--- config.mk ---
export PLATFORM = sky130hd
export DESIGN_NAME = wavegen_ctrl
export DESIGN_NICKNAME = d
export VERILOG_FILES = /design/src/rtl/wavegen_pkg.sv /design/src/rtl/btn_debounce.sv /design/src/rtl/wavegen_ctrl.sv
export SDC_FILE = /design/constraint.sdc
export NUM_CORES = 1
export LEC_CHECK = 0
export CORE_MARGIN = 4
export CORE_UTILIZATION = 61
export DETAILED_ROUTE_END_ITERATION = 8
export GPL_ROUTABILITY_DRIVEN = 0
export GPL_TIMING_DRIVEN = 0
export PLACE_DENSITY = 0.79
export SYNTH_ARGS = -nofsm -noshare
export SYNTH_HDL_FRONTEND = slang
export SYNTH_SLANG_ARGS = --single-unit
--- constraint.sdc ---
create_clock -name i_clk -period 5.7 [get_ports i_clk]
set_input_delay 1.14 -clock i_clk [delete_from_list [all_inputs] [get_ports i_clk]]
set_output_delay 1.14 -clock i_clk [all_outputs]
set_load 0.1 [all_outputs]
--- src/rtl/wavegen_pkg.sv ---
// Shared types for the waveform-generator control front-end.
package wavegen_pkg;

  typedef enum logic [1:0] {
    IDLE    = 2'd0,
    PENDING = 2'd1,
    COMMIT  = 2'd2
  } ctrl_state_t;

  typedef logic [1:0] sel_t;

  typedef struct packed {
    sel_t freq;
    sel_t ampl;
    sel_t noise_freq;
    sel_t noise_ampl;
  } sel_set_t;

  // Selectors cycle 0,1,2,3,0 and rely on 2-bit wrap-around.
  function automatic sel_t sel_inc(input sel_t s);
    return s + 2'd1;
  endfunction

endpackage

--- src/rtl/btn_debounce.sv ---
// Synchronises one active-low push-button and emits a 1-cycle pulse per accepted press.
module btn_debounce #(
  parameter int CYCLES = 250000
) (
  input  logic i_clk,
  input  logic i_rst,
  input  logic i_btn_n,
  output logic o_press
);

  localparam int CW = $clog2(CYCLES + 1);

  logic          sync1_r;
  logic          sync2_r;
  logic          stable_r;
  logic          press_r;
  logic [CW-1:0] cnt_r;

  // two-flop synchroniser, idles at the released level
  always_ff @(posedge i_clk or posedge i_rst) begin
    if (i_rst) begin
      sync1_r <= 1'b1;
      sync2_r <= 1'b1;
    end else begin
      sync1_r <= i_btn_n;
      sync2_r <= sync1_r;
    end
  end

  // stability counter; only an accepted 1->0 change of the stable level is a press
  always_ff @(posedge i_clk or posedge i_rst) begin
    if (i_rst) begin
      stable_r <= 1'b1;
      cnt_r    <= '0;
      press_r  <= 1'b0;
    end else begin
      press_r <= 1'b0;
      if (sync2_r == stable_r) begin
        cnt_r <= '0;
      end else if (cnt_r == CW'(CYCLES - 1)) begin
        stable_r <= sync2_r;
        cnt_r    <= '0;
        press_r  <= ~sync2_r;
      end else begin
        cnt_r <= cnt_r + CW'(1);
      end
    end
  end

  assign o_press = press_r;

endmodule

--- src/rtl/wavegen_ctrl.sv ---
// Button/sweep driven selector shadows, committed to the outputs only at a phase wrap
// (or after a timeout) so the generated waveform never changes mid-period.
module wavegen_ctrl
  import wavegen_pkg::*;
#(
  parameter int DEBOUNCE_CYCLES = 250000,
  parameter int WRAP_TIMEOUT    = 65536,
  parameter int SWEEP_TICKS     = 48000
) (
  input  logic       i_clk,
  input  logic       i_rst,
  input  logic       i_button0_n,
  input  logic       i_button1_n,
  input  logic       i_button3_n,
  input  logic       i_sw9,
  input  logic       i_sweep_en,
  input  logic       i_sample_tick,
  input  logic       i_phase_wrap,
  output logic [1:0] o_freq_sel,
  output logic [1:0] o_ampl_sel,
  output logic [1:0] o_noise_freq_sel,
  output logic [1:0] o_noise_ampl_sel,
  output logic       o_update,
  output logic       o_pending
);

  localparam int TW = $clog2(WRAP_TIMEOUT + 1);
  localparam int SW = $clog2(SWEEP_TICKS + 1);

  logic          press0_s, press1_s, press3_s;
  logic          sweep_step_s;
  sel_set_t      shadow_r, shadow_nxt_s, out_r;
  ctrl_state_t   state_r, state_nxt_s;
  logic [TW-1:0] tout_r;
  logic [SW-1:0] sweep_cnt_r;
  logic          update_r, pending_r;

  btn_debounce #(.CYCLES(DEBOUNCE_CYCLES)) u_db0 (
    .i_clk(i_clk), .i_rst(i_rst), .i_btn_n(i_button0_n), .o_press(press0_s));
  btn_debounce #(.CYCLES(DEBOUNCE_CYCLES)) u_db1 (
    .i_clk(i_clk), .i_rst(i_rst), .i_btn_n(i_button1_n), .o_press(press1_s));
  btn_debounce #(.CYCLES(DEBOUNCE_CYCLES)) u_db3 (
    .i_clk(i_clk), .i_rst(i_rst), .i_btn_n(i_button3_n), .o_press(press3_s));

  assign sweep_step_s = i_sweep_en & i_sample_tick & (sweep_cnt_r == SW'(SWEEP_TICKS - 1));

  // sample-tick counter for auto-sweep, held at zero while sweep is off
  always_ff @(posedge i_clk or posedge i_rst) begin
    if (i_rst) begin
      sweep_cnt_r <= '0;
    end else if (!i_sweep_en || sweep_step_s) begin
      sweep_cnt_r <= '0;
    end else if (i_sample_tick) begin
      sweep_cnt_r <= sweep_cnt_r + SW'(1);
    end else begin
      sweep_cnt_r <= sweep_cnt_r;
    end
  end

  // shadow update: sweep owns the frequency selector while enabled
  always_comb begin
    shadow_nxt_s = shadow_r;
    if (i_sweep_en) begin
      if (sweep_step_s) shadow_nxt_s.freq = sel_inc(shadow_r.freq);
      else              shadow_nxt_s.freq = shadow_r.freq;
    end else begin
      if (press0_s) shadow_nxt_s.freq = sel_inc(shadow_r.freq);
      else          shadow_nxt_s.freq = shadow_r.freq;
    end
    if (press1_s) shadow_nxt_s.ampl = sel_inc(shadow_r.ampl);
    else          shadow_nxt_s.ampl = shadow_r.ampl;
    if (press3_s && !i_sw9) shadow_nxt_s.noise_freq = sel_inc(shadow_r.noise_freq);
    else                    shadow_nxt_s.noise_freq = shadow_r.noise_freq;
    if (press3_s && i_sw9)  shadow_nxt_s.noise_ampl = sel_inc(shadow_r.noise_ampl);
    else                    shadow_nxt_s.noise_ampl = shadow_r.noise_ampl;
  end

  // commit FSM next state
  always_comb begin
    state_nxt_s = state_r;
    case (state_r)
      IDLE: begin
        if (shadow_r != out_r) state_nxt_s = PENDING;
        else                   state_nxt_s = IDLE;
      end
      PENDING: begin
        if (i_phase_wrap || (tout_r == TW'(WRAP_TIMEOUT - 1))) state_nxt_s = COMMIT;
        else                                                   state_nxt_s = PENDING;
      end
      COMMIT:  state_nxt_s = IDLE;
      default: state_nxt_s = IDLE;
    endcase
  end

  // state, timeout, shadow and output registers; outputs load on entry to COMMIT
  always_ff @(posedge i_clk or posedge i_rst) begin
    if (i_rst) begin
      state_r   <= IDLE;
      tout_r    <= '0;
      shadow_r  <= '0;
      out_r     <= '0;
      update_r  <= 1'b0;
      pending_r <= 1'b0;
    end else begin
      state_r   <= state_nxt_s;
      tout_r    <= (state_r == PENDING) ? tout_r + TW'(1) : '0;
      shadow_r  <= shadow_nxt_s;
      out_r     <= (state_nxt_s == COMMIT) ? shadow_r : out_r;
      update_r  <= (state_nxt_s == COMMIT);
      pending_r <= (state_nxt_s == PENDING);
    end
  end

  assign o_freq_sel       = out_r.freq;
  assign o_ampl_sel       = out_r.ampl;
  assign o_noise_freq_sel = out_r.noise_freq;
  assign o_noise_ampl_sel = out_r.noise_ampl;
  assign o_update         = update_r;
  assign o_pending        = pending_r;

endmodule

==> summary.md <==
| Metric | Value |
|---|---|
| Critical Path End Type | output port |
| Final Hold Fails | 0 |
| Least-Margin Pin Slew | 0.975 ns |
| Max stage delay on crit path | about 1.2 ns |
| Maximum vdd ir drop | between 0.0002 and 0.0003 V |
| Initial antenna violation count | 0 |
| Syn. warnings | 0 |
| GRT Residual Overflow | 0 |
| Post-CTS Setup Bufs | 0 |
| Tot GR Track Use | 22.0% |
| Core ar. | between 9000 and 10000 sq um |
| Die X | about 100 um |
| Worst flop-to-flop path startpoint | tout_r[0]$_DFF_PP0_ |
| Antenna Nets Post-Route | 0 |
| Req. time, crit path | about 4.6 ns |
| Row Count | 35 |
| Asr flop ratio synth | 100% |
| Via count | 4132 |
| RSZ-0062 raised after global routing | false |
| CP Class | reg -> out |
| Hold_buf cts | 0 |
| Root buffer cell | clkbuf_8 |
| CTS tree | done |
| Slew margin rel. | 34.8% |
| Syn avg cell area | roughly 11 sq um |
| Clock Pin Slew Worst Setup and Hold Paths | ~0.06 ns |
| # DRC | 0 |
| Drt wl/cell | between 15 and 20 um |
| Max-cap viol count | 0 |
| Clock Skew | about 0.014 ns |
| Num CTS Buffers | 17 |
| Skew-Pair Late Insertion Delay | 0.51 ns |
| Top-level I/O count | 19 |
| CP Buf/Inv Count | 1 |
| Outcome | finished, final reports clean |
| Worst hold path stage count | 0 |
| PD cells | 311 nW/um^2 |
| Sink Count | approximately 120 |
| Tmin final | 3.22 ns |
| Input/output buffers | 17 |
| LEAKAGE | between 2 and 3 nW |
| CTS resizes | 0 |
| Crit path DAT | 2.08 ns |
| First-pass GRT wire length | 19700 um |
| Mapped Area | 5700 sq um |
| Most used DFF post-synth | dfrtp_1 |
| Post-synth cell types | 48 |
| Area Growth Syn to Fin | 17.4% |
| R2R Setup Slk | 2.86 ns |
| Post-synthesis sequential area ratio | a little over half |
| Layout cell share with drive strength beyond 1 | 13.0% |
| Element type at the critical path start | flip-flop |
| CTS H-Tree Depth | 4 |
| Detailed placement HPWL | around 7300 um |
| Cell family with most CP delay | buffers and inverters |
| Cell depth of the worst flop-to-flop path | 8 |
| Die area | 11000 sq um |
| Largest net degree at the start of global routing | 68 |
| Part of the cycle the worst path needs | 56.5% |
| Critical R2R Capture | o_noise_ampl_sel[0]$_DFFE_PP0N_ |
| WHS | 0.356 ns |
| Die height | about 100 um |
| Gate count after technology mapping | 542 |
| Max Clk Rate | roughly 0.31 GHz |
| TritonRoute pass-1 iters | 5 |
| Post-Syn Nets | 557 |
| Post-synth EDFFs | 0 |
| HP Class | reg -> reg |
| CTS max path bufs | 2 |
| Setup Viol. Count Final | 0 |
| Starting Density | 62.3% |
| Worst Hold Launch | u_db0.sync1_r$_DFF_PP1_ |
| Critical path's slowest cell | clkdlybuf4s50_1 |
| Worst hold endpoint | u_db0.sync2_r$_DFF_PP1_ |
| Layout Utilization | 73.1% |
| Seq cells post-synth | 119 |
| N_diodes | 0 |
| WL final | 11300 um |
| Drt initial violations | about 220 |
| Vias per inst | 5.89 |
| CP max FO | 3 |
| Setup TNS Final | 0 ns |
| Vias in the first global route | 4217 |
| Post-layout nets | 594 |
| Crit-path cells | clkdlybuf4s50_1 |
| Slew Limit Fails | 0 |
## where the power goes
part	total (W)	leakage (nW)	switching (W)	internal (W)
Combinational	0.0000504	0.790	0.0000331	0.0000173
Sequential	0.000866	1.62	0.00000947	0.000856
Clock	0.00116	0.313	0.000376	0.000787
## stage by stage
step / instance area [sq um] / std cells / setup slack, ns / power, W
CTS: 6690 / 702 / 2.44 / 0.00210
detailed placement: 6040 / 671 / 2.90 / 0.000931
floorplan: 5700 / 542 / 1.42 / 0.000911
global placement: 6010 / 670 / -0.0897 / 0.000926
finish: 6690 / 702 / 2.48 / 0.00208
global route: 6690 / 702 / 2.43 / 0.00215
## worst max-delay path by stage
stage	startpoint	to	slack, ns	cells past startpoint
after global routing	o_noise_freq_sel[0]$_DFFE_PP0N_	o_noise_freq_sel[0]	2.43	1
after floorplan	i_rst	o_ampl_sel[0]$_DFFE_PP0N_	1.42	1
after CTS	o_noise_freq_sel[0]$_DFFE_PP0N_	o_noise_freq_sel[0]	2.44	1
after global placement	i_rst	o_freq_sel[0]$_DFFE_PP0N_	-0.09	2
after detailed placement	i_sample_tick	sweep_cnt_r[5]$_DFFE_PP0P_	2.90	6
final	o_noise_freq_sel[0]$_DFFE_PP0N_	o_noise_freq_sel[0]	2.48	1
## cell usage after synthesis (all sizes together), types with 2 or more instances
master,n,area [sq um]
nand4,27,175
nand2b,2,12.5
nand3b,2,15.0
nor4,22,144
o21ai,9,45.0
o31ai,2,15.0
ha,6,75.1
dfrtp,110,2750
inv,12,45.0
buf,6,38.8
o41ai,4,72.6
xnor2,57,499
a21oi,11,55.1
or3,8,50.1
and4,3,26.3
dfstp,9,236
and2,2,12.5
nor2b,5,31.3
nor4b,5,56.3
nand2,26,97.6
or4b,2,20.0
or4,8,71.3
or2,3,18.8
and3,9,57.6
nor3,16,80.1
xor2,27,236
mux2,11,131
nor2,85,319
nor3b,4,30.0
nand3,35,195
clkbuf,8,30.0
## layer usage
| metal | global-route usage (%) | routed length (um) | vias up |
|---|---|---|---|
| met5 | 0 | 0 | - |
| met4 | 7.22 | 164 | 0 |
| met3 | 5.56 | 444 | 13 |
| met2 | 36.4 | 5660 | 93 |
| met1 | 28.5 | 4990 | 2037 |
| li1 | - | - | 1989 |
## layout by cell type (no fill, tap or decap), types with 6 or more instances in the layout
cell             count
clkbuf_1             8
nor4_1              21
ha_1                 6
clkbuf_16           16
a21oi_1             11
dfstp_2              9
inv_1               11
xor2_1              27
nand2_1             26
xnor2_1             57
mux2_2               9
nand4_1             26
dfrtp_1            110
nor3_1              16
and3_1               8
clkdlybuf4s50_1     17
o21ai_0              7
nor2_1              85
or3_1                8
nand3_1             31
## area by class of cell
cell class	instances	area [sq um]
plain buffers	14	68.8
flip-flops and latches	119	2990
fillers	600	2460
inverters	12	47.5
clock buffers	20	455
well taps	111	139
multi-input cells	397	2590
repair buffers	18	198
clock inverters	11	196
## flip-flops by register name, indices dropped and copies added (netlist names), 2 cells and up
register          flops
state_r               2
u_db1.cnt_r          18
o_noise_freq_sel      2
u_db3.cnt_r          18
u_db0.cnt_r          18
o_ampl_sel            2
o_freq_sel            2
o_noise_ampl_sel      2
tout_r               17
shadow_r              8
sweep_cnt_r          16
## kinds of logic (layout without fill, tap and decap cells)
logic type	Yosys count	in the layout	share of synthesized area, %
AO/OA/AOI/OAI	30	30	3.89
XOR/XNOR	84	84	12.9
adder cells (fa/ha/maj)	6	6	1.32
buffers and inverters	26	75	2.00
flip-flops	119	119	52.5
multiplexers	12	12	2.48
AND/OR/NAND/NOR	265	265	24.9
(Power assumes the default switching activity.)
